--- config.mk ---
export PLATFORM = sky130hd
export DESIGN_NAME = writeback_unit
export DESIGN_NICKNAME = d
export VERILOG_FILES = /design/src/rtl/nand_cpu_pkg.sv /design/src/rtl/wb_pending_fifo.sv /design/src/rtl/writeback_unit.sv
export SDC_FILE = /design/constraint.sdc
export NUM_CORES = 1
export LEC_CHECK = 0
export ABC_CLOCK_PERIOD_IN_PS = 4700
export CORE_MARGIN = 2
export CORE_UTILIZATION = 51
export CTS_CLUSTER_DIAMETER = 100
export DETAILED_ROUTE_END_ITERATION = 16
export PLACE_DENSITY = 0.84
export SYNTH_ARGS = -nofsm -noshare
export SYNTH_HDL_FRONTEND = slang
export SYNTH_HIERARCHICAL = 1
export SYNTH_SLANG_ARGS = --single-unit
--- constraint.sdc ---
create_clock -name clk -period 4.7 [get_ports clk]
set_input_delay 0.705 -clock clk [delete_from_list [all_inputs] [get_ports clk]]
set_output_delay 0.705 -clock clk [all_outputs]
set_load 0.05 [all_outputs]
--- src/rtl/nand_cpu_pkg.sv ---
// Shared types for the nand_cpu core: data word, register address,
// and the packet carried on the regfile write port.
package nand_cpu_pkg;

  localparam int NREGS  = 16;
  localparam int REG_AW = $clog2(NREGS);

  typedef logic [15:0]       word_t;
  typedef logic [REG_AW-1:0] reg_addr_t;

  typedef struct packed {
    logic      use_rw;
    reg_addr_t rw_addr;
    word_t     data;
    logic      write_ps;
    logic      ps;
  } wb_pkt_t;

  localparam wb_pkt_t WB_PKT_RESET = '{1'b0, 4'h0, 16'h0000, 1'b0, 1'b0};

  // One-hot decode of a register address onto the busy vector.
  function automatic logic [NREGS-1:0] reg_onehot(input reg_addr_t addr);
    logic [NREGS-1:0] one;
    one = {{(NREGS-1){1'b0}}, 1'b1};
    return one << addr;
  endfunction

endpackage

--- src/rtl/wb_pending_fifo.sv ---
// In-order queue of destination registers for loads still outstanding
// at d_mem. Also publishes which registers have a pending load.
module wb_pending_fifo
  import nand_cpu_pkg::*;
#(
  parameter int LD_DEPTH = 4
)
(
  input  logic              clk,
  input  logic              n_rst,
  input  logic              push,
  input  logic [REG_AW-1:0] push_addr,
  input  logic              pop,
  output logic [REG_AW-1:0] head_addr,
  output logic              full,
  output logic              empty,
  output logic [NREGS-1:0]  busy
);

  localparam int PW = $clog2(LD_DEPTH);
  localparam int CW = $clog2(LD_DEPTH + 1);

  logic [PW-1:0]      rd_ptr;
  logic [PW-1:0]      wr_ptr;
  logic [CW-1:0]      count;
  logic [REG_AW-1:0]  addr_mem [LD_DEPTH];
  logic [LD_DEPTH-1:0] entry_valid;
  logic               push_ok;
  logic               pop_ok;

  // Full blocks new issues outright; a pop in the same cycle does not make room.
  assign full      = (count == CW'(LD_DEPTH));
  assign empty     = (count == {CW{1'b0}});
  assign push_ok   = push & ~full;
  assign pop_ok    = pop & ~empty;
  assign head_addr = addr_mem[rd_ptr];

  // Queue storage, pointers (wrap naturally, depth is a power of 2) and occupancy.
  always_ff @(posedge clk) begin
    if (!n_rst) begin
      rd_ptr      <= {PW{1'b0}};
      wr_ptr      <= {PW{1'b0}};
      count       <= {CW{1'b0}};
      entry_valid <= {LD_DEPTH{1'b0}};
      for (int i = 0; i < LD_DEPTH; i++) begin
        addr_mem[i] <= {REG_AW{1'b0}};
      end
    end else begin
      if (pop_ok) begin
        entry_valid[rd_ptr] <= 1'b0;
        rd_ptr              <= rd_ptr + PW'(1);
      end
      if (push_ok) begin
        addr_mem[wr_ptr]    <= push_addr;
        entry_valid[wr_ptr] <= 1'b1;
        wr_ptr              <= wr_ptr + PW'(1);
      end
      case ({push_ok, pop_ok})
        2'b10:   count <= count + CW'(1);
        2'b01:   count <= count - CW'(1);
        default: count <= count;
      endcase
    end
  end

  // A register is busy while any live entry targets it, so duplicates keep it busy.
  always_comb begin
    busy = {NREGS{1'b0}};
    for (int i = 0; i < LD_DEPTH; i++) begin
      if (entry_valid[i]) begin
        busy = busy | reg_onehot(addr_mem[i]);
      end else begin
        busy = busy;
      end
    end
  end

endmodule

--- src/rtl/writeback_unit.sv ---
// Producer side of the regfile write port. Load returns and ALU results
// share one registered write port; load returns win and the ALU is held.
module writeback_unit
  import nand_cpu_pkg::*;
#(
  parameter int LD_DEPTH = 4
)
(
  input  logic              clk,
  input  logic              n_rst,
  input  logic              alu_valid,
  output logic              alu_ready,
  input  logic              alu_use_rw,
  input  logic [REG_AW-1:0] alu_rw_addr,
  input  logic [15:0]       alu_data,
  input  logic              alu_write_ps,
  input  logic              alu_ps,
  input  logic              ld_issue_valid,
  output logic              ld_issue_ready,
  input  logic [REG_AW-1:0] ld_rw_addr,
  input  logic              mem_resp_valid,
  input  logic [15:0]       mem_resp_data,
  output logic [NREGS-1:0]  busy,
  output logic              err,
  output logic              wb_valid,
  output logic              wb_use_rw,
  output logic [REG_AW-1:0] wb_rw_addr,
  output logic [15:0]       wb_data,
  output logic              wb_write_ps,
  output logic              wb_ps
);

  logic              q_full;
  logic              q_empty;
  logic [REG_AW-1:0] head_addr;
  logic              take_mem;
  logic              stray_resp;
  logic              wb_valid_reg;
  wb_pkt_t           wb_pkt;
  logic              next_valid;
  wb_pkt_t           next_pkt;

  // A response only counts when there is a load waiting for it.
  assign take_mem       = mem_resp_valid & ~q_empty;
  assign stray_resp     = mem_resp_valid & q_empty;
  assign alu_ready      = ~take_mem;
  assign ld_issue_ready = ~q_full;

  wb_pending_fifo #(
    .LD_DEPTH (LD_DEPTH)
  ) u_pending (
    .clk       (clk),
    .n_rst     (n_rst),
    .push      (ld_issue_valid),
    .push_addr (ld_rw_addr),
    .pop       (take_mem),
    .head_addr (head_addr),
    .full      (q_full),
    .empty     (q_empty),
    .busy      (busy)
  );

  // Pick next cycle's write: load return first, else ALU, else idle with fields held.
  always_comb begin
    next_valid = 1'b0;
    next_pkt   = wb_pkt;
    if (take_mem) begin
      next_valid = 1'b1;
      next_pkt   = '{use_rw: 1'b1, rw_addr: head_addr, data: mem_resp_data,
                     write_ps: 1'b0, ps: 1'b0};
    end else if (alu_valid) begin
      next_valid = 1'b1;
      next_pkt   = '{use_rw: alu_use_rw, rw_addr: alu_rw_addr, data: alu_data,
                     write_ps: alu_write_ps, ps: alu_ps};
    end else begin
      next_valid = 1'b0;
      next_pkt   = wb_pkt;
    end
  end

  // Registered write port and the sticky empty-queue response flag.
  always_ff @(posedge clk) begin
    if (!n_rst) begin
      wb_valid_reg <= 1'b0;
      wb_pkt       <= WB_PKT_RESET;
      err          <= 1'b0;
    end else begin
      wb_valid_reg <= next_valid;
      wb_pkt       <= next_pkt;
      err          <= err | stray_resp;
    end
  end

  assign wb_valid    = wb_valid_reg;
  assign wb_use_rw   = wb_pkt.use_rw;
  assign wb_rw_addr  = wb_pkt.rw_addr;
  assign wb_data     = wb_pkt.data;
  assign wb_write_ps = wb_pkt.write_ps;
  assign wb_ps       = wb_pkt.ps;

endmodule

# Word-level counts from Yosys, hierarchy flattened

Memories as Yosys holds them, arrays and structs flattened. A register that Yosys moved wholly into a read port is not among the register bits.
Cells that the tools add are included.

Memory bits (writable): 16
Register bits after elaboration: 36
Memories kept: 1
Input bits: 48
Word-level logic and storage cells: 74
Output and inout port bits: 43

Memories:

| name               | words | bits a word | rd ports | clocked after memory_dff | write ports | RTL line              | text |
|---|---|---|---|---|---|---|---|
| u_pending.addr_mem | 4     | 4           | 5        | 1                        | 4           | wb_pending_fifo.sv:26 | `logic [REG_AW-1:0] addr_mem [LD_DEPTH];` |

Magnitude comparators: 4
Shift-type cells: 4
Reduce and logical (&&, ||, !) cells: 7
Multiplexer cells: 25
Bitwise operators: 15
$add $sub $neg: 4
Equality and inequality tests: 3

Operators by type and width:

| cell                   | number |
|---|---|
| $mux W16               | 4 |
| $shl A1 B4 Y16 const A | 4 |
| $or A16 B16 Y16        | 3 |
| $mux W23               | 2 |
| $mux W4                | 4 |
| $mux W1                | 9 |
| $lt A2 B3 Y1 const B   | 2 |
| $mux W2                | 3 |
| $pmux W3 S2            | 1 |
| $add A2 B1 Y2 const B  | 2 |
| $and A1 B1 Y1          | 4 |
| $and A4 B4 Y4          | 1 |
| $demux W1 S2           | 2 |
| $ge A2 B1 Y1 const B   | 2 |
| $not A1 Y1             | 4 |
| $not A4 Y4             | 1 |
| $or A4 B4 Y4           | 1 |
| $reduce_bool A2 Y1     | 2 |
| $reduce_or A4 Y1       | 1 |
| $add A3 B1 Y3 const B  | 1 |
| $eq A3 B3 Y1 const B   | 1 |
| $logic_not A3 Y1       | 1 |
| $sub A3 B1 Y3 const B  | 1 |
| $eq A2 B1 Y1 const B   | 1 |
| 4 further kinds        | 5 |

# Longest topological paths before layout

Gate-level depths: netlist of run 1.

Word-level depth: 10
Depth in mapped cells: 11
Depth with buffers taken out: 10

# Cells and area by module

Netlist of run 1, hierarchy kept.

By module, submodules not included:

| module          | cells each | times used | sequential area each (µm²) | area an instance (µm²) |
|---|---|---|---|---|
| wb_pending_fifo | 203        | 1          | 740.7                      | 1940.6 |
| writeback_unit  | 109        | 1          | 500.5                      | 1166.1 |

# Least setup slack after synthesis of run 1

Ideal clock, no wire load.

Path kind: in2reg
Start: input port mem_resp_valid
End: register u_pending.count[2]
Buffers on the path: 1
Data arrival time: 2.464 ns
Cell stages on the path: 10
Setup slack: 2.160 ns
Required time: 4.624 ns
Path through: nand2b_1 -> inv_1 -> o31a_2 -> buf_2 -> ha_1 -> inv_1 -> fa_1 -> xor2_1 -> or3_2 -> a21boi_0

Cells in the longest elaborated chain, start to end: 4

Ends and longest elaborated chain:

| element                                           | RTL line              | text |
|---|---|---|
| start: declaration                                | writeback_unit.sv:21  | `input logic mem_resp_valid,` |
| $and A1 B1 Y1 (*)                                 | writeback_unit.sv:44  | `assign take_mem = mem_resp_valid & ~q_empty;` |
| via take_mem                                      | writeback_unit.sv:36  | `logic take_mem;` |
| $and A1 B1 Y1 (*)                                 | wb_pending_fifo.sv:35 | `assign pop_ok = pop & ~empty;` |
| $eq A2 B1 Y1 or $eq A2 B2 Y1 (tied branches)      | wb_pending_fifo.sv:58 | `case ({push_ok, pop_ok})` |
| $pmux W3 S2 or $reduce_bool A2 Y1 (tied branches) | -                     |  |
| end signal: assignment                            | wb_pending_fifo.sv:59 | `2'b10: count <= count + CW'(1);` |
| end signal: assignment                            | wb_pending_fifo.sv:60 | `2'b01: count <= count - CW'(1);` |
| end signal: assignment                            | wb_pending_fifo.sv:61 | `default: count <= count;` |
| end: declaration                                  | wb_pending_fifo.sv:25 | `logic [CW-1:0] count;` |

The timed path passes the listed nets; every way through them passes the cells marked *.
A chain may end at the register's enable or synchronous reset.

# Worst setup path in the final report of run 1

Start: input port mem_resp_valid
End: output port alu_ready

Cells in the longest elaborated chain, start to end: 2

Ends and longest elaborated chain:

| element          | RTL line             | text |
|---|---|---|
| $and A1 B1 Y1    | writeback_unit.sv:44 |  |
| $not A1 Y1       | writeback_unit.sv:46 | `assign alu_ready = ~take_mem;` |
| end: declaration | writeback_unit.sv:12 | `output logic alu_ready,` |

No other way between the ends.

==> results of run 1 <==
[layout make-up]
class                   count  area [sq um]
inverters                  16         60.06
repair buffers             94         930.9
clock inverters             2         17.52
flip-flops and latches     54          1241
fillers                   469          1829
well taps                  75         93.84
multi-input cells         220          1665
clock buffers               6         82.58
[worst max path at each step]
stage	start	to	slack (ns)	depth (start not counted)
after floorplan	mem_resp_valid	u_pending/count[2]	2.16	10
after global placement	mem_resp_valid	alu_ready	1.23	4
after detailed placement	mem_resp_valid	u_pending/count[2]	1.19	10
after CTS	mem_resp_valid	alu_ready	1.21	4
after global routing	mem_resp_valid	alu_ready	1.10	4
final	mem_resp_valid	alu_ready	1.21	4
[cells in the final DEF (no fill, tap or decap), drive strengths merged, types with 3 or more instances in the layout]
cell,count
o22a,3
nand3,5
edfxtp,16
nand4,5
o221ai,10
nand3b,7
and2,5
ha,9
nor2,17
nand2b,8
nor3b,21
inv,16
o21ai,6
mux4,4
or3b,5
a211o,4
nor3,8
dfxtp,38
a31o,4
o22ai,6
clkdlybuf4s50,90
buf,4
or2,3
clkbuf,6
nand2,17
a211oi,20
mux2i,24
a21oi,6
a2bb2oi,3
[critical path: stages]
cell and delay (ns):
clkdlybuf4s50_1 0.71, nand2b_1 0.23, buf_4 0.28, clkdlybuf4s50_1 0.86
[per-layer routing]
layer | share of wire | vias to the layer above
li1 | - | 1324
met1 | 0.40 | 1271
met2 | 0.48 | 143
met3 | 0.10 | 17
met4 | 0.014 | 0
met5 | 0 | -
[kinds of logic after synthesis]
family / Yosys count / synth area share
fa+ha+maj: 10 / 0.04269
xor+xnor: 3 / 0.008459
flops: 54 / 0.3995
compound gates: 73 / 0.1780
buf+inv: 38 / 0.06605
simple gates: 106 / 0.1990
mux: 28 / 0.1063
[through the flow]
| stage | setup slack (ns) | util | instances | hold slack, ns |
|---|---|---|---|---|
| finish | 1.209 | 0.6910 | 467 | 0.4911 |
| global route | 1.105 | 0.6910 | 467 | 0.5725 |
| CTS | 1.208 | 0.6910 | 467 | 0.4994 |
| detailed placement | 1.187 | 0.6741 | 459 | 0.4730 |
| global placement | 1.234 | 0.6741 | 459 | 0.4514 |
| floorplan | 2.160 | - | 312 | 0.4846 |
[power by group through the flow]
stage / Sequential (mW) / Clock (mW) / Combinational, mW
after global routing: 0.667 / 0.303 / 0.829
after detailed placement: 0.662 / 0 / 0.769
after floorplan: 0.827 / 0 / 0.359
after CTS: 0.651 / 0.283 / 0.773
final: 0.652 / 0.273 / 0.771
after global placement: 0.658 / 0 / 0.758
==> reports/results.ini, run 1 <==
[outcome]
status=complete, no violations

[logic_synthesis]
synth-edff-count=16
synth.area.top_cells=dfxtp_1, edfxtp_1, mux2i_1
syn-cell-area_sq_um=3107
yosysTopAreaCell=dfxtp_1
synthCells=312
ys_seq_area_frac=0.3995
synth_most_common_cell=dfxtp_1
synth_cell_type_count=50
synth_area_per_cell_sq_um=9.957
syn-num-nets=370
async_reset_ff_frac=0
synth_ff_type=dfxtp_1
synth_top_area_frac=0.2449
ys_warn_count=6
synthTopCellsByCount=dfxtp_1, mux2i_1, nor3b_1
ys_ff_latch=54

[setup_path]
cp_data_arrival_time_ns=2.79
endpoint_kind=output port
timing.rr.end=u_pending/count[2]
r2r_setup_slack_ns=2.00
crit_fanout=22
path_class=input pin to output port
r2r_start=u_pending/count[0]
crit_required_ns=3.99
cp-start-kind=input pin
rr_worst_depth=11

[pwr]
leakagePower_nw=1.529
combPwrFrac=0.455
p_int_uw=987.9
power.share.switching=0.4175
clkPwrFrac=0.161
p_sw_uw=708.1
powerDensity_nw_per_um2=414.5
total_power_mw=1.696
irDropWorstVdd_uv=276.2
p_seq_frac=0.385

[die]
std_cell_rows=28
die_h_um=82.05
ios=91
initial_core_util=0.5247
core_area_sq_um=5921
die_x_um=82.05
die_area_sq_um=6732

[timing]
tightest_slew_ns=0.7628
grt_setup_unrepaired=no
fin_skew_ns=0.01455
slew_violations=0
slew-limit-headroom=0.4909
max_freq_ghz=0.2865
fin_crit_sh=0.7427
finalSetupViolCount=0
hold_viol_final=0
post-route-min-period_ns=3.491
setup-tns-final_ns=0

[clock_tree]
root_buffer=clkbuf_8
htree_levels=2
cts_buffer_depth=2
postCtsHoldBufs=0
cts_resized=0
numCtsBuffers=5
cts_tree=yes
clkTransAtPathRegs_ns=0.10
post_cts_buffers=0
clk_latency_ns=0.31
cts.sinks=54

[grt]
grt.busiest_layer=met2
gr-total-overflow=0
antenna_found_initial=0
grt_max_degree=30
grt_pass1_wl_mm=12.73
grtUsageMet3=0.05604
grt_util_met1=0.3183
first_global_vias=2598
grtUsageTotal=0.2460
met2_usage=0.4211

[cells_and_area]
n_antenna_cell=0
drive_gt1_frac=0.07143
design_area_sq_um=4091
syn_to_final_growth_pct=31.70
fin_nets=449

[detailed_routing]
drtPass1Iterations=5
drt-initial-drc-count=242
post_drt_wl_per_cell_um=17.01
drtAntennaViolNets=0
vias_per_cell=5.899
drc=0
routed_wirelength_mm=7.946
via_count=2755

[placement]
numPortBuffers=90
placed_area_sq_um=3991
finalWeightedCongestion=0.9208
hpwl_mm=5.875

[min_path]
hp-start=err
whs_endpoint=err
holdCritPathClass=flop to flop
whs_path_depth=2

[flow_run]
drv_cap=0

Power figures use the tool's default switching activity.
==> run 2, diff against run 1 <==
--- a/config.mk
+++ b/config.mk
@@ -5,12 +5,12 @@
 export SDC_FILE = /design/constraint.sdc
 export NUM_CORES = 1
 export LEC_CHECK = 0
-export ABC_CLOCK_PERIOD_IN_PS = 4700
+export ABC_CLOCK_PERIOD_IN_PS = 2900
 export CORE_MARGIN = 2
-export CORE_UTILIZATION = 51
+export CORE_UTILIZATION = 43
 export CTS_CLUSTER_DIAMETER = 100
 export DETAILED_ROUTE_END_ITERATION = 16
-export PLACE_DENSITY = 0.84
+export PLACE_DENSITY = 0.76
 export SYNTH_ARGS = -nofsm -noshare
 export SYNTH_HDL_FRONTEND = slang
 export SYNTH_HIERARCHICAL = 1
==> constraint.sdc (replaced) <==
create_clock -name clk -period 2.9 [get_ports clk]
set_input_delay 0.435 -clock clk [delete_from_list [all_inputs] [get_ports clk]]
set_output_delay 0.435 -clock clk [all_outputs]
set_load 0.05 [all_outputs]
==> run 2 against run 1 <==
Utilization is 8.8 points lower. Clock skew shrank 0.010 ns. Wire length is 4.3% higher. Clock power is 60% higher. Sequential share of layout area down 0.55 points. Cell count increased by 5.8%. Global-route usage decreased by 3.8 points. Worst hold slack gained 0.013 ns. Sequential power rose by 60%. Final area grew 1.8%. Critical path type is now flop to output port. Critical endpoint is now busy[3]. Largest power group unchanged. Highest routed layer unchanged.
==> reports/results.ini, run 2 (synthesized netlist as in run 1, its figures left out) <==
[outcome]
status=complete, no violations  ; unchanged

[timing]
hold_viol_final=0  ; unchanged
finalSetupViolCount=0  ; unchanged
fin_skew_ns=0.004591  ; was 0.01455 ns
tightest_slew_ns=0.7470  ; was 0.7628 ns
finalWorstSetupSlack_ns=0.03504  ; was 1.209 ns
slew_violations=0  ; unchanged
grt_setup_unrepaired=no  ; unchanged
max_freq_ghz=0.3490
post-route-min-period_ns=2.865
hold_ws_ns=0.5042  ; was 0.4911 ns
fin_crit_sh=0.9879
setup-tns-final_ns=0  ; unchanged
slew-limit-headroom=0.5014  ; was 0.4909

[placement]
placed_area_sq_um=4073  ; was 3991 sq um
numPortBuffers=90  ; unchanged
dp.cells=486  ; was 459
finalWeightedCongestion=1.004  ; was 0.9208
hpwl_mm=6.196  ; was 5.875 mm
dpl_worst_slack_ns=0.1040  ; was 1.187 ns

[setup_path]
startpoint=u_pending/addr_mem[2][2]  ; was mem_resp_valid
path_class=flop to output port  ; was input pin to output port
cp_data_arrival_time_ns=2.43  ; was 2.79 ns
crit_required_ns=2.47  ; was 3.99 ns
crit_fanout=9  ; was 22
endpoint_kind=output port  ; unchanged
crit_path_top_delay_cell=clkdlybuf4s50_1  ; unchanged
path_cells=nand2b_1 -> o32a_1 -> o221ai_1 -> clkdlybuf4s50_1  ; was clkdlybuf4s50_1 -> nand2b_1 -> buf_4 -> clkdlybuf4s50_1
crit_buf_inv=1  ; was 3
cpLargestDelayFamily=buffers and inverters  ; unchanged
slowest_delay_ns=0.84  ; was 0.86 ns
cp-start-kind=flop  ; was input pin
r2r_start=u_pending/count[2]  ; was u_pending/count[0]

[detailed_routing]
drc=0  ; unchanged
vias_per_cell=5.794  ; was 5.899
via_count=2862  ; was 2,755
post_drt_wl_per_cell_um=16.77  ; was 17.01 um
routed_wirelength_mm=8.285  ; was 7.946 mm
drt-initial-drc-count=346  ; was 242
drtPass1Iterations=5  ; unchanged
drtAntennaViolNets=0  ; unchanged

[grt]
grt_pass1_wl_mm=12.98  ; was 12.73 mm
grt_util_met1=0.2772  ; was 0.3183
grtUsageTotal=0.2082  ; was 0.2460
gr-total-overflow=0  ; unchanged
grtUsageMet3=0.05448  ; was 0.05604
antenna_found_initial=0  ; unchanged
grt_max_degree=25  ; was 30
met2_usage=0.3412  ; was 0.4211
grt.busiest_layer=met2  ; unchanged
first_global_vias=2677  ; was 2,598

[pwr]
power.share.switching=0.4237  ; was 0.4175
clkPwrFrac=0.157  ; was 0.161
p_seq_frac=0.375  ; was 0.385
powerDensity_nw_per_um2=667.7  ; was 414.5 nW/um^2
p_int_mw=1.603  ; was 987.9 uW
leakagePower_nw=1.603  ; was 1.529 nW
total_power_mw=2.782  ; was 1.696 mW
p_sw_mw=1.179  ; was 708.1 uW
irDropWorstVdd_uv=356.7  ; was 276.2 uV
combPwrFrac=0.468  ; was 0.455

[min_path]
hp-start=err  ; unchanged
holdCritPathClass=flop to flop  ; unchanged

[cells_and_area]
final_core_util=0.6033  ; was 0.6910
n_antenna_cell=0  ; unchanged
drive_gt1_frac=0.08794  ; was 0.07143
layout_commonest_cell=clkdlybuf4s50_1  ; unchanged
design_area_sq_um=4167  ; was 4091 sq um
syn_to_final_growth_pct=34.11  ; was 31.70%
final_cell_mix=clkdlybuf4s50_1, dfxtp_1, mux2i_1  ; unchanged
final_cells=494  ; was 467
fin_nets=455  ; was 449

[die]
initial_core_util=0.4498  ; was 0.5247
die_area_sq_um=7921  ; was 6732 sq um
die_h_um=89  ; was 82.05 um
core_area_sq_um=6907  ; was 5921 sq um
ios=91  ; unchanged
std_cell_rows=30  ; was 28
die_x_um=89  ; was 82.05 um

[clock_tree]
clk_latency_ns=0.31  ; about the same
htree_levels=2  ; unchanged
cts_tree=yes  ; unchanged
numCtsBuffers=5  ; unchanged
root_buffer=clkbuf_8  ; unchanged
post_cts_buffers=0  ; unchanged
clkTransAtPathRegs_ns=0.10  ; about the same
cts_buffer_depth=2  ; unchanged
cts.sinks=54  ; unchanged

[flow_run]
drv_cap=0  ; unchanged

run 2: per-layer routing:
layer | vias to the layer above | part of all wire
met1 | 1327 | 0.43
met5 | - | 0
met3 | 21 | 0.10
li1 | 1346 | -
met4 | 0 | 0.013
met2 | 168 | 0.46
run 2: power groups by stage:
stage	clock (mW)	combinational (mW)	sequential [mW]
floorplan	0	0.581	1.34
global placement	0	1.29	1.05
detailed placement	0	1.30	1.06
CTS	0.448	1.31	1.04
global route	0.479	1.39	1.06
finish	0.437	1.30	1.04
run 2: worst register-to-register path: cells and delay by family (launching register included):
family | cells | cell delay (ns)
AOI/OAI and AO/OA | 1 | 0.18
xor gates and xnor gates | 1 | 0.16
adders and majority gates | 2 | 0.57
buffers and inverters | 2 | 0.17
DFF | 1 | 0.41
and+or+nand+nor | 3 | 1.16
run 2: what timing repair did:
| item | in CTS | in global routing |
|---|---|---|
| setup endpoints to repair | 2 | 2 |
| hold buffers | 0 | 0 |
| gates resized for setup | 2 | 2 |
run 2: worst paths after layout:
kind	to	slack, ns	cells past startpoint
setup / recovery	busy[3]	0.04	4
hold / removal	err	0.50	2
setup reg to reg	u_pending/count[2]	0.19	9
hold reg to reg	err	0.50	2
run 2: area by class of cell:
class	instances	area, sq um
Tap cell	96	120.1
Sequential cell	54	1241
Clock buffer	5	68.82
Inverter	16	60.06
Clock inverter	3	22.52
Timing Repair Buffer	100	988.4
Multi-Input combinational cell	220	1665
Fill cell	619	2740
